## config.mk

```make
export PLATFORM = sky130hd
export DESIGN_NAME = prog_sequencer_flat
export DESIGN_NICKNAME = d
export VERILOG_FILES = /design/src/rtl/prog_sequencer_if.sv /design/src/rtl/prog_sequencer.sv /design/src/flat_wrapper.sv
export SDC_FILE = /design/constraint.sdc
export NUM_CORES = 1
export LEC_CHECK = 0
export ABC_AREA = 0
export BUFFER_PORTS_ARGS = -buffer_cell sky130_fd_sc_hd__buf_2
export CORE_AREA = 2 2 76 71
export DETAILED_ROUTE_END_ITERATION = 7
export DIE_AREA = 0 0 78 73
export PLACE_DENSITY = 0.8
export SYNTH_ARGS = -nofsm -noshare
export SYNTH_HDL_FRONTEND = slang
export SYNTH_SLANG_ARGS = --single-unit
```

## constraint.sdc

```tcl
create_clock -name clk -period 2.5 [get_ports clk]
set_input_delay 0.375 -clock clk [delete_from_list [all_inputs] [get_ports clk]]
set_output_delay 0.375 -clock clk [all_outputs]
set_load 0.02 [all_outputs]
```

## src/rtl/prog_sequencer_if.sv

```systemverilog
// Bundle of the signals between prog_sequencer and the core/bench side.
// The master modport is taken by the sequencer and the slave modport by whatever drives start/core_done.
//
// cyc_valid is a one-cycle strobe with no ready. cyc_count is valid while cyc_valid is high and is held afterwards.
// start and core_done are plain levels that the sequencer samples on every rising edge.
interface prog_sequencer_if #(
    parameter int CNT_W = 16
);
    logic             start;
    logic             core_done;
    logic             core_reset;
    logic [1:0]       prog_sel;
    logic             busy;
    logic             all_done;
    logic             cyc_valid;
    logic [CNT_W-1:0] cyc_count;
    logic             timeout;
    logic [2:0]       dbg_state;   // sequencer FSM state, for observation only

    modport master (
        input  start, core_done,
        output core_reset, prog_sel, busy, all_done, cyc_valid, cyc_count, timeout, dbg_state
    );

    modport slave (
        output start, core_done,
        input  core_reset, prog_sel, busy, all_done, cyc_valid, cyc_count, timeout, dbg_state
    );
endinterface

```

## src/rtl/prog_sequencer.sv

```systemverilog
// prog_sequencer: runs NUM_PROGS programs on the downstream core back to back.
// For each program it holds the core in reset for HOLD_CYCLES cycles and then releases it.
// It counts the cycles until the core raises done and reports that count through cyc_valid/cyc_count.
// After the last program it parks in FINISH with a sticky all_done.
//
// Optional feature: define PROG_SEQ_WATCHDOG_EN to add a RUN-cycle watchdog.
// When a program runs WDOG_LIMIT cycles without done, the watchdog sets a sticky timeout.
// It reports cyc_count = WDOG_LIMIT and then moves on to the next program.
// Without the macro, timeout is tied low and RUN waits forever.
//
// State encoding is fixed so that dbg_state can be decoded outside:
//   0 IDLE, 1 HOLD, 2 RUN, 3 DRAIN, 4 FINISH.
module prog_sequencer #(
    parameter int NUM_PROGS   = 3,
    parameter int HOLD_CYCLES = 2,
    parameter int CNT_W       = 16,
    parameter int WDOG_LIMIT  = 4096
) (
    input logic                clk,
    input logic                reset,
    prog_sequencer_if.master   bus
);

    typedef enum logic [2:0] {
        IDLE   = 3'd0,
        HOLD   = 3'd1,
        RUN    = 3'd2,
        DRAIN  = 3'd3,
        FINISH = 3'd4
    } state_t;

    // Hold counter wide enough to hold HOLD_CYCLES-1.
    localparam int               HOLD_W    = (HOLD_CYCLES > 1) ? $clog2(HOLD_CYCLES) : 1;
    localparam logic [HOLD_W-1:0] HOLD_LAST = HOLD_W'(HOLD_CYCLES - 1);
    localparam logic [CNT_W-1:0]  CNT_MAX   = '1;
    localparam logic [1:0]        LAST_PROG = 2'(NUM_PROGS - 1);

    state_t            state;
    logic [HOLD_W-1:0] hold_cnt;
    logic [CNT_W-1:0]  run_cnt;
    logic [CNT_W-1:0]  run_next;

    logic              core_reset_q;
    logic [1:0]        prog_sel_q;
    logic              busy_q;
    logic              all_done_q;
    logic              cyc_valid_q;
    logic [CNT_W-1:0]  cyc_count_q;

    // Run counter value for the cycle now ending, saturating at all-ones.
    // On the done edge this is "cycles spent in RUN including this one".
    assign run_next = (run_cnt == CNT_MAX) ? CNT_MAX : run_cnt + CNT_W'(1);

`ifdef PROG_SEQ_WATCHDOG_EN
    localparam logic [31:0]      WDOG_L     = 32'(WDOG_LIMIT);
    localparam logic [CNT_W-1:0] WDOG_COUNT = CNT_W'(WDOG_LIMIT);

    logic timeout_q;
    logic wdog_hit;

    // The watchdog fires on the cycle that would be the WDOG_LIMIT-th RUN cycle.
    // When done arrives on that same cycle, done wins and the program is treated as completed normally.
    assign wdog_hit = (32'(run_next) == WDOG_L);
`endif

    // Sequencer FSM. All outputs are registered here, so nothing passes combinationally from an input to an output.
    always_ff @(posedge clk or posedge reset) begin
        if (reset) begin
            state        <= IDLE;
            hold_cnt     <= '0;
            run_cnt      <= '0;
            core_reset_q <= 1'b1;
            prog_sel_q   <= '0;
            busy_q       <= 1'b0;
            all_done_q   <= 1'b0;
            cyc_valid_q  <= 1'b0;
            cyc_count_q  <= '0;
`ifdef PROG_SEQ_WATCHDOG_EN
            timeout_q    <= 1'b0;
`endif
        end else begin
            cyc_valid_q <= 1'b0;

            case (state)
                // Waiting for start. The core stays in reset. From FINISH, cyc_count and timeout are left untouched.
                IDLE, FINISH: begin
                    core_reset_q <= 1'b1;
                    if (bus.start) begin
                        state      <= HOLD;
                        hold_cnt   <= '0;
                        prog_sel_q <= '0;
                        busy_q     <= 1'b1;
                        all_done_q <= 1'b0;
                    end
                end

                // Keep the core in reset for exactly HOLD_CYCLES cycles, then release it.
                HOLD: begin
                    if (hold_cnt == HOLD_LAST) begin
                        state        <= RUN;
                        run_cnt      <= '0;
                        core_reset_q <= 1'b0;
                    end else begin
                        hold_cnt <= hold_cnt + HOLD_W'(1);
                    end
                end

                // Core is running. Count cycles until done. start is ignored in this state.
                RUN: begin
                    run_cnt <= run_next;
                    if (bus.core_done) begin
                        state        <= DRAIN;
                        core_reset_q <= 1'b1;
                        cyc_valid_q  <= 1'b1;
                        cyc_count_q  <= run_next;
                    end
`ifdef PROG_SEQ_WATCHDOG_EN
                    else if (wdog_hit) begin
                        state        <= DRAIN;
                        core_reset_q <= 1'b1;
                        cyc_valid_q  <= 1'b1;
                        cyc_count_q  <= WDOG_COUNT;
                        timeout_q    <= 1'b1;
                    end
`endif
                end

                // One cycle with the core back in reset. Pick the next program or finish.
                DRAIN: begin
                    if (prog_sel_q == LAST_PROG) begin
                        state      <= FINISH;
                        busy_q     <= 1'b0;
                        all_done_q <= 1'b1;
                    end else begin
                        state      <= HOLD;
                        hold_cnt   <= '0;
                        prog_sel_q <= prog_sel_q + 2'd1;
                    end
                end

                default: begin
                    state        <= IDLE;
                    core_reset_q <= 1'b1;
                    busy_q       <= 1'b0;
                end
            endcase
        end
    end

    assign bus.core_reset = core_reset_q;
    assign bus.prog_sel   = prog_sel_q;
    assign bus.busy       = busy_q;
    assign bus.all_done   = all_done_q;
    assign bus.cyc_valid  = cyc_valid_q;
    assign bus.cyc_count  = cyc_count_q;
    assign bus.dbg_state  = state;
`ifdef PROG_SEQ_WATCHDOG_EN
    assign bus.timeout    = timeout_q;
`else
    assign bus.timeout    = 1'b0;
`endif

endmodule

```

## src/flat_wrapper.sv

```systemverilog
// flat-port wrapper written by rule: the top's interface ports become plain ports
module prog_sequencer_flat 
#(
    parameter int NUM_PROGS   = 3,
    parameter int HOLD_CYCLES = 2,
    parameter int CNT_W       = 16,
    parameter int WDOG_LIMIT  = 4096
)
  (clk, reset, bus_start, bus_core_done, bus_core_reset, bus_prog_sel, bus_busy, bus_all_done, bus_cyc_valid, bus_cyc_count, bus_timeout, bus_dbg_state);
  prog_sequencer_if #(.CNT_W(CNT_W)) bus_i ();
  input logic clk;
  input logic reset;
  input wire logic [$bits(bus_i.start)-1:0] bus_start;
  input wire logic [$bits(bus_i.core_done)-1:0] bus_core_done;
  output wire logic [$bits(bus_i.core_reset)-1:0] bus_core_reset;
  output wire logic [$bits(bus_i.prog_sel)-1:0] bus_prog_sel;
  output wire logic [$bits(bus_i.busy)-1:0] bus_busy;
  output wire logic [$bits(bus_i.all_done)-1:0] bus_all_done;
  output wire logic [$bits(bus_i.cyc_valid)-1:0] bus_cyc_valid;
  output wire logic [$bits(bus_i.cyc_count)-1:0] bus_cyc_count;
  output wire logic [$bits(bus_i.timeout)-1:0] bus_timeout;
  output wire logic [$bits(bus_i.dbg_state)-1:0] bus_dbg_state;
  assign bus_i.start = bus_start;
  assign bus_i.core_done = bus_core_done;
  assign bus_core_reset = bus_i.core_reset;
  assign bus_prog_sel = bus_i.prog_sel;
  assign bus_busy = bus_i.busy;
  assign bus_all_done = bus_i.all_done;
  assign bus_cyc_valid = bus_i.cyc_valid;
  assign bus_cyc_count = bus_i.cyc_count;
  assign bus_timeout = bus_i.timeout;
  assign bus_dbg_state = bus_i.dbg_state;
  prog_sequencer #(.NUM_PROGS(NUM_PROGS), .HOLD_CYCLES(HOLD_CYCLES), .CNT_W(CNT_W), .WDOG_LIMIT(WDOG_LIMIT)) u_core (.clk(clk), .reset(reset), .bus(bus_i));
endmodule
```

==> flow_summary.yaml, run 1 <==
outcome:
  status: "finished, final reports clean"
synth:
  syn_area_per_cell_um2: 9.86
  synth-seq-cells: 42
  ys_async_sr_fraction: 1.00
  synth_ff_type: "dfrtp_1"
  yosysSeqAreaShare: 0.445
  yosysWarnings: 0
  syn_inst: 240
  synth_nets: 246
  syn_area_um2: 2370
  synth_cell_types: 52
  synth_edf_count: 0
clock_network:
  clk_path_buf_depth: 2
  clk_pin_slew_ns: 0.09
  cts_tree: "done"
  cts_root_buffer: "clkbuf_8"
  cts_resized: 0
  htreeDepth: 2
  cts_buffers: 5
  post-cts-setup-buffers: 0
  clk_latency_ns: 0.31
  hold_buffers: 0
  cts.sinks: 42
detailed_routing:
  vias_per_cell: 5.66
  drt-pass1-iter-count: 4
  drc: 0
  num_vias: 1873
  wire_per_inst_um: 14.5
  drt_iter0_drc: 187
  routed_wl_um: 4800
  antenna_left: 0
grt:
  gr-usage-all-layers: 0.187
  busiest_layer: "met2"
  grt_use_met1: 0.268
  grt_max_degree: 43
  grt_overflow_total: 0
  grt_pass1_vias: 1783
  use_met3: 0.0532
  met2_usage: 0.280
  grt_pass1_wl_um: 8430
  antenna_found_initial: 0
layout:
  layout_commonest_cell: "dfrtp_1"
  final_util: 0.527
  fill_cells: 453
  diodes: 0
  drive_gt1_frac: 0.239
  mostFrequentLayoutCells: "dfrtp_1, buf_2, nor2_1, o21ai_0"
  area.growth.synth_to_final_pct: 11.5
  fin_nets: 269
critical_path:
  crit_type: "flop to flop"
  cp_data_required_time_ns: 2.74
  reg2regPathDepth: 6
  arrival_ns: 2.35
  slowest_delay_ns: 0.58
  r2r_slack_ns: 0.40
  critical-path-top-delay-family: "simple AND/OR/NAND/NOR gates"
  crit_fanout: 18
  crit_path_cell_trace: "ha_1, nand3_4, or4_4, buf_4, a21oi_1, a21o_1"
  worst_setup_path_start_kind: "flop"
  cp-end-kind: "flop"
  rr_endpoint: "u_core.run_cnt[0]$_DFFE_PP0P_"
  timing.rr.start: "u_core.run_cnt[0]$_DFFE_PP0P_"
  critPathBufInv: 1
  cpMaxStageDelayCell: "or4_4"
timing:
  rsz0062_at_grt: "false"
  min_period_ns: 2.10
  setup_violations: 0
  hold_viol_final: 0
  slew_violations: 0
  worst_slack_ns: 0.396
  fmax_ghz: 0.475
  skew_ns: 0.0127
  worst_pin_slew_ns: 0.601
  slew_headroom: 0.596
  tns_ns: 0
  finalCritPeriodShare: 0.842
worst_hold_path:
  hp-class: "primary input to asynchronous set/reset pin"
floorplan:
  die-area_um2: 5690
  start_util: 0.473
  coreArea_um2: 5000
  die_w_um: 78
  rows: 25
  ios: 30
  fp.dieH_um: 73
placed_design:
  portBuffers: 28
  gp_congestion: 0.824
  dp_slack_ns: 0.432
  dpl.hpwl_um: 3240
power:
  cellLeakagePower_nw: 1.13
  vdd_drop_max_mv: 0.357
  powerDensity_nw_per_um2: 1030
job:
  maxCapViolCount: 0
cell families (layout without fill, tap and decap cells):
group / count (synthesis) / in the layout / share of synthesized area
compound gates: 81 / 81 / 0.261
xor+xnor: 11 / 11 / 0.0407
fa+ha+maj: 2 / 2 / 0.0106
buf+inv: 32 / 56 / 0.0692
flops: 42 / 42 / 0.445
mux: 1 / 1 / 0.00423
other cells: 1 / 1 / 0.00158
simple gates: 70 / 70 / 0.168
state kept, by name, summed over array words and instances (netlist names):
signal                 flops
u_core.bus.core_reset      1
u_core.bus.cyc_valid       1
u_core.bus.cyc_count      16
u_core.run_cnt            16
u_core.hold_cnt            1
u_core.bus.prog_sel        2
u_core.bus.dbg_state       3
u_core.bus.all_done        1
u_core.bus.busy            1
final cells by class:
cell class	count	area [µm²]	share of cell area
Multi-Input combinational cell	166	1150	0.436
Sequential cell	42	1050	0.399
Timing Repair Buffer	34	185	0.0702
Tap cell	67	83.8	0.0318
Clock buffer	5	68.8	0.0261
Inverter	14	52.6	0.0199
Clock inverter	3	45.0	0.0171
worst max path at each step:
stage                                           to                     startpoint  cells past startpoint  slack (ns)
2_1_floorplan  u_core.bus.cyc_count[6]$_DFFE_PP0P_  u_core.run_cnt[0]$_DFFE_PP0P_                      6        0.62
3_3_place_gp         u_core.run_cnt[0]$_DFFE_PP0P_  u_core.run_cnt[0]$_DFFE_PP0P_                      6        0.51
3_5_place_dp         u_core.run_cnt[7]$_DFFE_PP0P_  u_core.run_cnt[0]$_DFFE_PP0P_                      6        0.43
4_1_cts              u_core.run_cnt[7]$_DFFE_PP0P_  u_core.run_cnt[0]$_DFFE_PP0P_                      6        0.42
5_1_grt              u_core.run_cnt[3]$_DFFE_PP0P_  u_core.run_cnt[0]$_DFFE_PP0P_                      6        0.26
6_report             u_core.run_cnt[0]$_DFFE_PP0P_  u_core.run_cnt[0]$_DFFE_PP0P_                      6        0.40
per-layer routing:
metal / vias up / wire [µm]
met1: 886 / 2310
met2: 59 / 2130
met3: 6 / 295
li1: 922 / -
met5: - / 0
met4: 0 / 64
synthesized netlist by cell type (4+ instances only):
cell,number,area [µm²]
nand4_1,4,25.0
nand3_1,6,30.0
dfrtp_1,41,1030
o21ai_0,18,90.1
a21o_1,4,30.0
a22o_1,10,87.6
a21oi_1,15,75.1
nand2_1,15,56.3
and3_1,4,25.0
inv_1,12,45.0
o31ai_1,5,37.5
nor2_1,21,78.8
buf_2,7,35.0
xnor2_1,8,70.1
a31oi_2,7,87.6
a31oi_1,7,43.8
worst min-delay path, cell delays in order:
cell and delay, ns:
buf_2 0.09, inv_1 0.04, buf_4 0.44
per-stage QoR:
| step | cells | cell area (µm²) | power, mW | hold slack (ns) |
|---|---|---|---|---|
| final | 331 | 2640 | 2.73 | 0.192 |
| after global placement | 323 | 2520 | 2.16 | 0.461 |
| after detailed placement | 323 | 2520 | 2.20 | 0.469 |
| after floorplan | 240 | 2370 | 1.89 | 0.488 |
| after global routing | 331 | 2640 | 2.93 | 0.234 |
| after CTS | 331 | 2640 | 2.74 | 0.217 |
report_power, final:
group          internal (mW)  total, mW  switching [mW]
combinational          0.447       1.15           0.704
sequential             0.866       1.02           0.156
clock                  0.297      0.554           0.257
total                   1.61       2.73            1.12
No activity file was read; power rests on OpenSTA's default activity.
==> inputs of run 2 (changes only) <==
--- a/config.mk
+++ b/config.mk
@@ -5,11 +5,11 @@
 export SDC_FILE = /design/constraint.sdc
 export NUM_CORES = 1
 export LEC_CHECK = 0
-export ABC_AREA = 0
+export ABC_AREA = 1
 export BUFFER_PORTS_ARGS = -buffer_cell sky130_fd_sc_hd__buf_2
-export CORE_AREA = 2 2 76 71
+export CORE_AREA = 2 2 73 68
 export DETAILED_ROUTE_END_ITERATION = 7
-export DIE_AREA = 0 0 78 73
+export DIE_AREA = 0 0 75 70
 export PLACE_DENSITY = 0.8
 export SYNTH_ARGS = -nofsm -noshare
 export SYNTH_HDL_FRONTEND = slang
==> constraint.sdc (replaced) <==
create_clock -name clk -period 2.1 [get_ports clk]
set_input_delay 0.315 -clock clk [delete_from_list [all_inputs] [get_ports clk]]
set_output_delay 0.315 -clock clk [all_outputs]
set_load 0.02 [all_outputs]
==> flow_summary.yaml, run 2 <==
outcome:
  status: "finished, final reports clean"
timing:
  rsz0062_at_grt: "false"
  fmax_ghz: 0.598
  slew_headroom: 0.640
  finalCritPeriodShare: 0.796
  min_period_ns: 1.67
  setup_violations: 0
  tns_ns: 0
  slew_violations: 0
  worst_pin_slew_ns: 0.541
  skew_ns: 0.0145
  worst_slack_ns: 0.428
  hold_viol_final: 0
placed_design:
  dp_slack_ns: 0.443
  dpl.hpwl_um: 3070
  gp_congestion: 0.883
  portBuffers: 28
synth:
  syn_area_um2: 2150
  ys_async_sr_fraction: 1.00
  synth_cell_types: 26
  synth-seq-cells: 42
  synthTopCellsByCount: "nand2_1, dfrtp_1, inv_1, o21ai_0, nand3_1"
  syn_area_per_cell_um2: 7.65
  synth_edf_count: 0
  synth_nets: 287
  ys_top_cells_by_area: "dfrtp_1, nand2_1, o21ai_0"
  synth.most_common_cell: "nand2_1"
  yosysSeqAreaShare: 0.489
  syn_inst: 281
  yosysWarnings: 0
  yosysTopAreaCellShare: 0.477
  synth_ff_type: "dfrtp_1"
  yosys.area.top_type: "dfrtp_1"
detailed_routing:
  antenna_left: 0
  routed_wl_um: 4460
  drt_iter0_drc: 158
  vias_per_cell: 4.87
  drc: 0
  num_vias: 1844
  wire_per_inst_um: 11.8
  drt-pass1-iter-count: 4
grt:
  antenna_found_initial: 0
  grt_pass1_vias: 1840
  grt_pass1_wl_um: 8110
  busiest_layer: "met2"
  grt_use_met1: 0.275
  grt_max_degree: 43
  use_met3: 0.0433
  grt_overflow_total: 0
  met2_usage: 0.307
  gr-usage-all-layers: 0.198
floorplan:
  die_w_um: 75
  coreArea_um2: 4590
  die-area_um2: 5250
  ios: 30
  fp.dieH_um: 70
  rows: 24
  start_util: 0.468
layout:
  drive_gt1_frac: 0.166
  area.growth.synth_to_final_pct: 13.3
  fill_cells: 443
  layout_commonest_cell: "nand2_1"
  fin_nets: 319
  mostFrequentLayoutCells: "nand2_1, dfrtp_1, buf_2, inv_1, o21ai_0"
  diodes: 0
power:
  vdd_drop_max_mv: 0.511
  powerDensity_nw_per_um2: 979
  cellLeakagePower_nw: 1.40
critical_path:
  crit_path_cell_trace: "ha_1, nand3_1, inv_1, nand2_1, nor2_2, nand2_2, nand3_1, nand2_1, nand2_1"
  crit_fanout: 10
  cp-end-kind: "flop"
  worst_setup_path_start_kind: "flop"
  critPathMostFrequentCell: "nand2_1"
  arrival_ns: 1.87
  slowest_delay_ns: 0.42
  cp_data_required_time_ns: 2.29
  cpMaxStageDelayCell: "dfrtp_1"
  crit_type: "flop to flop"
clock_network:
  cts.sinks: 42
  clk_pin_slew_ns: 0.08
  htreeDepth: 2
  cts_buffers: 5
  hold_buffers: 0
  clk_path_buf_depth: 2
  cts_resized: 0
  cts_tree: "done"
  post-cts-setup-buffers: 0
  cts_root_buffer: "clkbuf_8"
  clk_latency_ns: 0.30
job:
  maxCapViolCount: 0
worst_hold_path:
  hp-class: "primary input to asynchronous set/reset pin"
==> run 2: changes by cell type after synthesis, sizes merged, moves of 5 or more <==
cell    previous run  this run
a21oi             15         0
a22o              10         0
a31oi             17         0
and3               5         0
buf               12         4
clkbuf             6         1
inv               13        28
nand2             15       125
nand3              7        19
o21ai             18        23
o31ai              6         0
xnor2              8         1
==> run 2: cell type report <==
class,instances,area (µm²),share of cell area
flip-flops and latches,42,1050,0.432
multi-input cells,206,943,0.387
repair buffers,30,155,0.0637
inverters,28,110,0.0452
clock buffers,6,82.6,0.0339
well taps,65,81.3,0.0334
clock inverters,2,12.5,0.00513
==> run 2: cells by family after synthesis <==
family	share of synthesized area
and+or+nand+nor	0.341
DFF	0.489
buffers and inverters	0.0721
AOI/OAI and AO/OA	0.0553
xor gates and xnor gates	0.0285
adders and majority gates	0.0116
other	0.00174
==> run 2: path summary, 6_finish.rpt <==
| path | startpoint | depth (start not counted) | endpoint | slack, ns |
|---|---|---|---|---|
| min | reset | 3 | u_core.bus.cyc_count[13]$_DFFE_PP0P_ | 0.13 |
| min reg2reg | u_core.bus.cyc_count[0]$_DFFE_PP0P_ | 2 | u_core.bus.cyc_count[0]$_DFFE_PP0P_ | 0.48 |
| max reg2reg | u_core.run_cnt[0]$_DFFE_PP0P_ | 9 | u_core.run_cnt[9]$_DFFE_PP0P_ | 0.43 |
| max in group asynchronous | reset | 3 | u_core.bus.core_reset$_DFFE_PP1P_ | 1.58 |
| max | u_core.run_cnt[0]$_DFFE_PP0P_ | 9 | u_core.run_cnt[9]$_DFFE_PP0P_ | 0.43 |
| min in group clk | bus_core_done | 3 | u_core.bus.cyc_valid$_DFF_PP0_ | 0.42 |
==> run 2: worst max-delay path: cells and delay by family, from the launching register on <==
family / cells / cell delay (ns)
adders and majority gates: 1 / 0.24
buffers and inverters: 1 / 0.05
DFF: 1 / 0.42
and+or+nand+nor: 7 / 0.86
==> run 2: stage by stage <==
stage,instances,power [mW],instance area [µm²],utilization,hold WS (ns)
floorplan,281,1.66,2150,-,0.464
global placement,371,1.83,2340,0.510,0.458
detailed placement,371,1.85,2340,0.510,0.460
CTS,379,2.41,2440,0.531,0.157
global route,379,2.58,2440,0.531,0.192
finish,379,2.39,2440,0.531,0.134
==> run 2: where the power goes <==
part	switching, mW	internal [mW]	leakage [nW]	total, mW
logic	0.566	0.239	0.784	0.805
clock network	0.291	0.265	0.0472	0.555
registers	0.0909	0.937	0.568	1.03
total	0.947	1.44	1.40	2.39
==> run 2: routing by layer <==
metal,routed length [µm],part of all wire
met1,2110,0.47
met2,2110,0.47
met3,160,0.036
met4,78,0.017
met5,0,0
